File: src/rtl/clint.sv
// clint - core-local interruptor.
//
// Holds the machine timer (mtime/mtimecmp), the software-interrupt bit (msip)
// and an external-interrupt pending latch, and drives the pending bits that
// are mirrored into mip. Register access is a single-cycle request/ack bus.
//
// Ports:
//   clk, rst_n            core clock, asynchronous active-low reset
//   bus_req/we/addr/wdata register request (one per cycle max)
//   bus_ack, bus_rdata    ack one cycle after each request, read data (0 unless ack)
//   ext_irq               asynchronous external interrupt line
//   *_int_clear           level clear requests from the trap controller
//   mip_meip/mtip/msip    registered pending bits
module clint #(
    parameter int unsigned TICK_DIV = 1
) (
    input  logic        clk,
    input  logic        rst_n,
    input  logic        bus_req,
    input  logic        bus_we,
    input  logic [15:0] bus_addr,
    input  logic [31:0] bus_wdata,
    output logic        bus_ack,
    output logic [31:0] bus_rdata,
    input  logic        ext_irq,
    input  logic        external_int_clear,
    input  logic        software_int_clear,
    input  logic        timer_int_clear,
    output logic        mip_meip,
    output logic        mip_mtip,
    output logic        mip_msip
);

    localparam logic [15:0] ADDR_MSIP      = 16'h0000;
    localparam logic [15:0] ADDR_MTIMECMPL = 16'h4000;
    localparam logic [15:0] ADDR_MTIMECMPH = 16'h4004;
    localparam logic [15:0] ADDR_MTIMEL    = 16'hBFF8;
    localparam logic [15:0] ADDR_MTIMEH    = 16'hBFFC;
    localparam logic [15:0] PRESC_MAX      = 16'(TICK_DIV - 1);

    logic [15:0] presc;
    logic [63:0] mtime;
    logic [63:0] mtimecmp;
    logic        armed;
    logic        msip;
    logic        sync1, sync2, sync3, edge_q;
    logic        pending;

    logic        wr;
    logic        tick;
    logic        hit;
    logic        cmp_wr;
    logic [31:0] rd_mux;

    assign wr     = bus_req & bus_we;
    assign tick   = (presc == PRESC_MAX);
    assign hit    = (mtime >= mtimecmp);
    assign cmp_wr = wr & ((bus_addr == ADDR_MTIMECMPL) | (bus_addr == ADDR_MTIMECMPH));

    always_comb begin
        rd_mux = '0;
        case (bus_addr)
            ADDR_MSIP:      rd_mux = {31'd0, msip};
            ADDR_MTIMECMPL: rd_mux = mtimecmp[31:0];
            ADDR_MTIMECMPH: rd_mux = mtimecmp[63:32];
            ADDR_MTIMEL:    rd_mux = mtime[31:0];
            ADDR_MTIMEH:    rd_mux = mtime[63:32];
            default:        rd_mux = '0;
        endcase
    end

    always_ff @(posedge clk or negedge rst_n) begin
        if (!rst_n) begin
            bus_ack   <= 1'b0;
            bus_rdata <= '0;
        end else begin
            bus_ack   <= bus_req;
            bus_rdata <= (bus_req && !bus_we) ? rd_mux : '0;
        end
    end

    // Timer: a write to either mtime half replaces that cycle's increment.
    always_ff @(posedge clk or negedge rst_n) begin
        if (!rst_n) begin
            presc    <= '0;
            mtime    <= '0;
            mtimecmp <= '1;
            armed    <= 1'b1;
            mip_mtip <= 1'b0;
        end else begin
            presc <= tick ? '0 : presc + 16'd1;

            if (wr && bus_addr == ADDR_MTIMEL)
                mtime[31:0] <= bus_wdata;
            else if (wr && bus_addr == ADDR_MTIMEH)
                mtime[63:32] <= bus_wdata;
            else if (tick)
                mtime <= mtime + 64'd1;

            if (wr && bus_addr == ADDR_MTIMECMPL)
                mtimecmp[31:0] <= bus_wdata;
            if (wr && bus_addr == ADDR_MTIMECMPH)
                mtimecmp[63:32] <= bus_wdata;

            if (timer_int_clear)
                armed <= 1'b0;
            else if (cmp_wr)
                armed <= 1'b1;

            // Gating with the clear lets mtip fall on the first clear cycle.
            mip_mtip <= hit && armed && !timer_int_clear;
        end
    end

    always_ff @(posedge clk or negedge rst_n) begin
        if (!rst_n) begin
            msip <= 1'b0;
        end else if (software_int_clear) begin
            msip <= 1'b0;
        end else if (wr && bus_addr == ADDR_MSIP) begin
            msip <= bus_wdata[0];
        end
    end

    assign mip_msip = msip;

    // External: 2-flop synchronizer, registered rising-edge pulse, then latch.
    always_ff @(posedge clk or negedge rst_n) begin
        if (!rst_n) begin
            sync1   <= 1'b0;
            sync2   <= 1'b0;
            sync3   <= 1'b0;
            edge_q  <= 1'b0;
            pending <= 1'b0;
        end else begin
            sync1  <= ext_irq;
            sync2  <= sync1;
            sync3  <= sync2;
            edge_q <= sync2 & ~sync3;
            if (external_int_clear)
                pending <= 1'b0;
            else if (edge_q)
                pending <= 1'b1;
        end
    end

    assign mip_meip = pending;

endmodule
File: config.mk
export PLATFORM = sky130hd
export DESIGN_NAME = clint
export DESIGN_NICKNAME = d
export VERILOG_FILES = /design/src/rtl/clint.sv
export SDC_FILE = /design/constraint.sdc
export NUM_CORES = 1
export LEC_CHECK = 0
export CORE_MARGIN = 2
export CORE_UTILIZATION = 59
export DETAILED_ROUTE_END_ITERATION = 7
export PLACE_DENSITY_LB_ADDON = 0.3
export SKIP_LAST_GASP = 1
export SYNTH_ARGS = -nofsm -noshare
export SYNTH_HDL_FRONTEND = slang
export SYNTH_SLANG_ARGS = --single-unit
File: constraint.sdc
create_clock -name clk -period 2.5 [get_ports clk]
set_input_delay 0.625 -clock clk [delete_from_list [all_inputs] [get_ports clk]]
set_output_delay 0.625 -clock clk [all_outputs]
set_load 0.05 [all_outputs]
==> summary.txt <==
Outcome
  • Outcome: complete, but fails checks
  • Violated checks: setup timing

Setup path
  • CP startpoint kind: register
  • Worst-path cell chain: inv_2 -> ha_4 -> nand4_1 -> nor4_2 -> buf_4 -> nand2_2 -> nor3_2 -> buf_4 -> nand4_1 -> a311oi_2
  • WS Path Type: register to register
  • R2R Setup Slk: -0.12 ns
  • Worst-path fanout max: 2
  • CP max stage cell: dfstp_2
  • R2R depth: 10
  • R2r startpoint: mtimecmp[59]
  • CP required: 2.84 ns
  • Critical Path End Type: register
  • RR Endpoint: mip_mtip
  • Buffer and inverter count on the worst path: 3
  • CP top delay family: simple AND/OR/NAND/NOR gates
  • Max incr delay on CP: 0.57 ns
  • Critical Path AT: 2.96 ns

Placement
  • Area after DPL: 12680 µm²
  • Placer Congestion: 0.9899
  • I/O Buffers: 91
  • Hpwl dp: 22.61 mm
  • Placed Cells: 1490

Yosys
  • Synth top cells by count: nand2_1 (128), dfrtp_1 (120), o21ai_0 (85), inv_1 (80), nor2_1 (78)
  • Cell area after synthesis: 10590 µm²
  • Post-synth top area cell: dfrtp_1
  • Synth top area share: 28.36%
  • Post-synthesis register bit count: 185
  • Netlist cell types: 59
  • Syn Inst Count: 1101
  • Top-count cell post-synth: nand2_1
  • Post-synth EDFFs: 0
  • Async SR Flop Fraction: 100.0%
  • Top cells by area, synth: dfrtp_1 (28%), dfstp_2 (16%), ha_1 (7.9%), mux2_2 (6.5%), nand2_1 (4.5%)
  • Avg Cell Area, Syn: 9.618 µm²
  • Syn nets: 1224
  • Synth Flop Type: dfrtp_1
  • Warnings from Yosys: 0
  • Seq/Total Area, Yosys: 44.49%

Detailed routing
  • DR vias: 9839
  • WL final: 31.75 mm
  • Initial DRT Pass Iterations: 6
  • DR DRC count: 0
  • Routed wire length per instance: 20.73 µm
  • DR iter-0 viols: 1245
  • Via density: 6.422
  • Antenna-violating nets left: 0

STA
  • Max-slew headroom: 63.33%
  • # setup viols final: 1
  • Period Utilization, post-route: 104.7%
  • RSZ-0062 raised after global routing: yes
  • Fin worst setup slack: -0.1182 ns
  • Min cycle time layout: 2.618 ns
  • Slew Limit Fails: 0
  • Maximum clock frequency: 381.9 MHz
  • Fin. Hold Viols: 0
  • Clock Skews: 0.01447 ns
  • Worst Tran Pin Value: 0.5455 ns

Clock network
  • H-tree depth: 4
  • Root Buffer Master: clkbuf_16
  • Sink Count: 185
  • CTS tree: done
  • Total CTS buffers: 17
  • Clock buffer depth: 2
  • Clk pin slew, worst setup/hold paths: 0.07 ns
  • Skew-Pair Late Insertion Delay: 0.45 ns

Global route
  • GRT overflow: 0
  • First-pass GRT wire length: 50.20 mm
  • Antenna violations before repair: 0
  • Overall Global Routing Usage: 34.50%
  • Largest net degree at the start of global routing: 61
  • Number of global-route vias before repair: 9820

Layout
  • Final Non-Filler Cells: 1532
  • Fin util: 77.70%
  • P&R area growth vs syn: 27.80%
  • Nets: 1417
  • Antenna cells: 0
  • Fraction of layout cells with a size suffix above 1: 25.94%
  • Fin area: 13530 µm²

Floorplan
  • IO Count: 92
  • Initial Utilization: 60.80%
  • Site Rows: 48
  • Die Width: 138.0 µm
  • DIE AREA: 19030 µm²
  • Core Region: 17420 µm²
  • Die H: 138.0 µm

Pwr
  • PwrDens: 456.7 nW/µm²
  • Net Sw Frac: 25.33%
  • Worst VDD drop: 0.5481 mV
  • Clock power frac: 44.1%
  • Sequential Power Share: 50.0%
  • Cell-internal power: 4.615 mW
  • Power share of the combinational group: 6.0%
  • Total chip power: 6.180 mW
  • Sw power: 1.565 mW
  • Leakage Power: 5.772 nW

Worst hold path
  • HP Class: input port to asynchronous set/reset pin

Flow run
  • MaxCap Viol Count: 0
per-stage QoR:
stage	setup TNS [ns]	hold slack [ns]	worst slack (ns)
6_report	-0.1182	0.1629	-0.1182
5_1_grt	-0.2125	0.1943	-0.1432
3_5_place_dp	-27.30	0.3435	-0.3409
2_1_floorplan	0	0.3294	0.1453
3_3_place_gp	-16.80	0.3370	-0.2861
4_1_cts	0	0.1763	0.005678
state kept, by name, indices dropped and copies added (netlist names), 16 cells and up:
signal     flops
mtime         64
mtimecmp      64
bus_rdata     32
presc         16
area by class of cell:
class	count	area, µm²
clock inverters	15	151.4
multi-input cells	788	5633
clock buffers	17	425.4
well taps	225	281.5
inverters	80	300.3
repair buffers	222	2031
flip-flops and latches	185	4711
fillers	1138	3884
cells by family (layout without fill, tap and decap cells):
group / count (synthesis) / count (layout) / synth area share (%)
adders and majority gates: 67 / 67 / 7.917
muxes: 66 / 66 / 6.995
xor gates and xnor gates: 57 / 57 / 4.715
DFF: 185 / 185 / 44.49
and+or+nand+nor: 390 / 390 / 18.36
AOI/OAI and AO/OA: 208 / 208 / 12.82
buffers and inverters: 128 / 334 / 4.703
timing repair:
item / in CTS / in global routing
pin swaps: 5 / 8
buffers inserted: 6 / 4
cloned: 0 / 0
setup endpoints to repair: 11 / 16
hold buffers: 0 / 0
resized for setup: 17 / 17
metal layers:
metal / wire (µm) / part of all wire, % / vias to the layer above / GRT usage, %
met5: 0 / 0 / - / 0
met4: 1334 / 4.2 / 0 / 16.55
met3: 3020 / 9.5 / 126 / 7.639
met2: 15300 / 48 / 607 / 56.60
met1: 12090 / 38 / 4731 / 43.40
li1: - / - / 4375 / -
power by group through the flow:
| stage | sequential [mW] | combinational, mW | clock, mW |
|---|---|---|---|
| 2_1_floorplan | 3.13 | 0.118 | 0 |
| 3_3_place_gp | 3.14 | 0.356 | 0 |
| 3_5_place_dp | 3.14 | 0.362 | 0 |
| 4_1_cts | 3.08 | 0.368 | 2.75 |
| 5_1_grt | 3.09 | 0.400 | 2.87 |
| 6_report | 3.09 | 0.369 | 2.72 |
layout by cell type (no fill, tap or decap), types with 6 or more instances in the layout:
cell / count
a211oi_1: 8
a21oi_1: 37
a222oi_1: 32
and3_1: 14
buf_12: 11
buf_4: 120
clkbuf_16: 17
clkdlybuf4s50_1: 89
dfrtp_1: 120
dfstp_2: 65
ha_1: 59
ha_4: 8
inv_1: 75
inv_6: 7
mux2_2: 61
nand2_1: 127
nand3_1: 34
nand4_1: 44
nor2_1: 76
nor3_1: 27
nor3_2: 6
nor4_1: 18
o21ai_0: 84
o21ai_1: 6
o41ai_1: 6
xnor2_1: 35
xor2_1: 22
worst max path at each step:
| stage | start | to | slack [ns] | cells past startpoint |
|---|---|---|---|---|
| 2_1_floorplan | bus_addr[0] | mtime[61] | 0.15 | 9 |
| 5_1_grt | mtimecmp[59] | mip_mtip | -0.14 | 10 |
| 3_5_place_dp | bus_addr[0] | mtime[17] | -0.34 | 8 |
| 3_3_place_gp | bus_addr[0] | mtime[54] | -0.29 | 8 |
| 6_report | mtimecmp[59] | mip_mtip | -0.12 | 10 |
| 4_1_cts | mtimecmp[59] | mip_mtip | 0.006 | 10 |
Note: power is estimated with default switching activity, not from simulation.
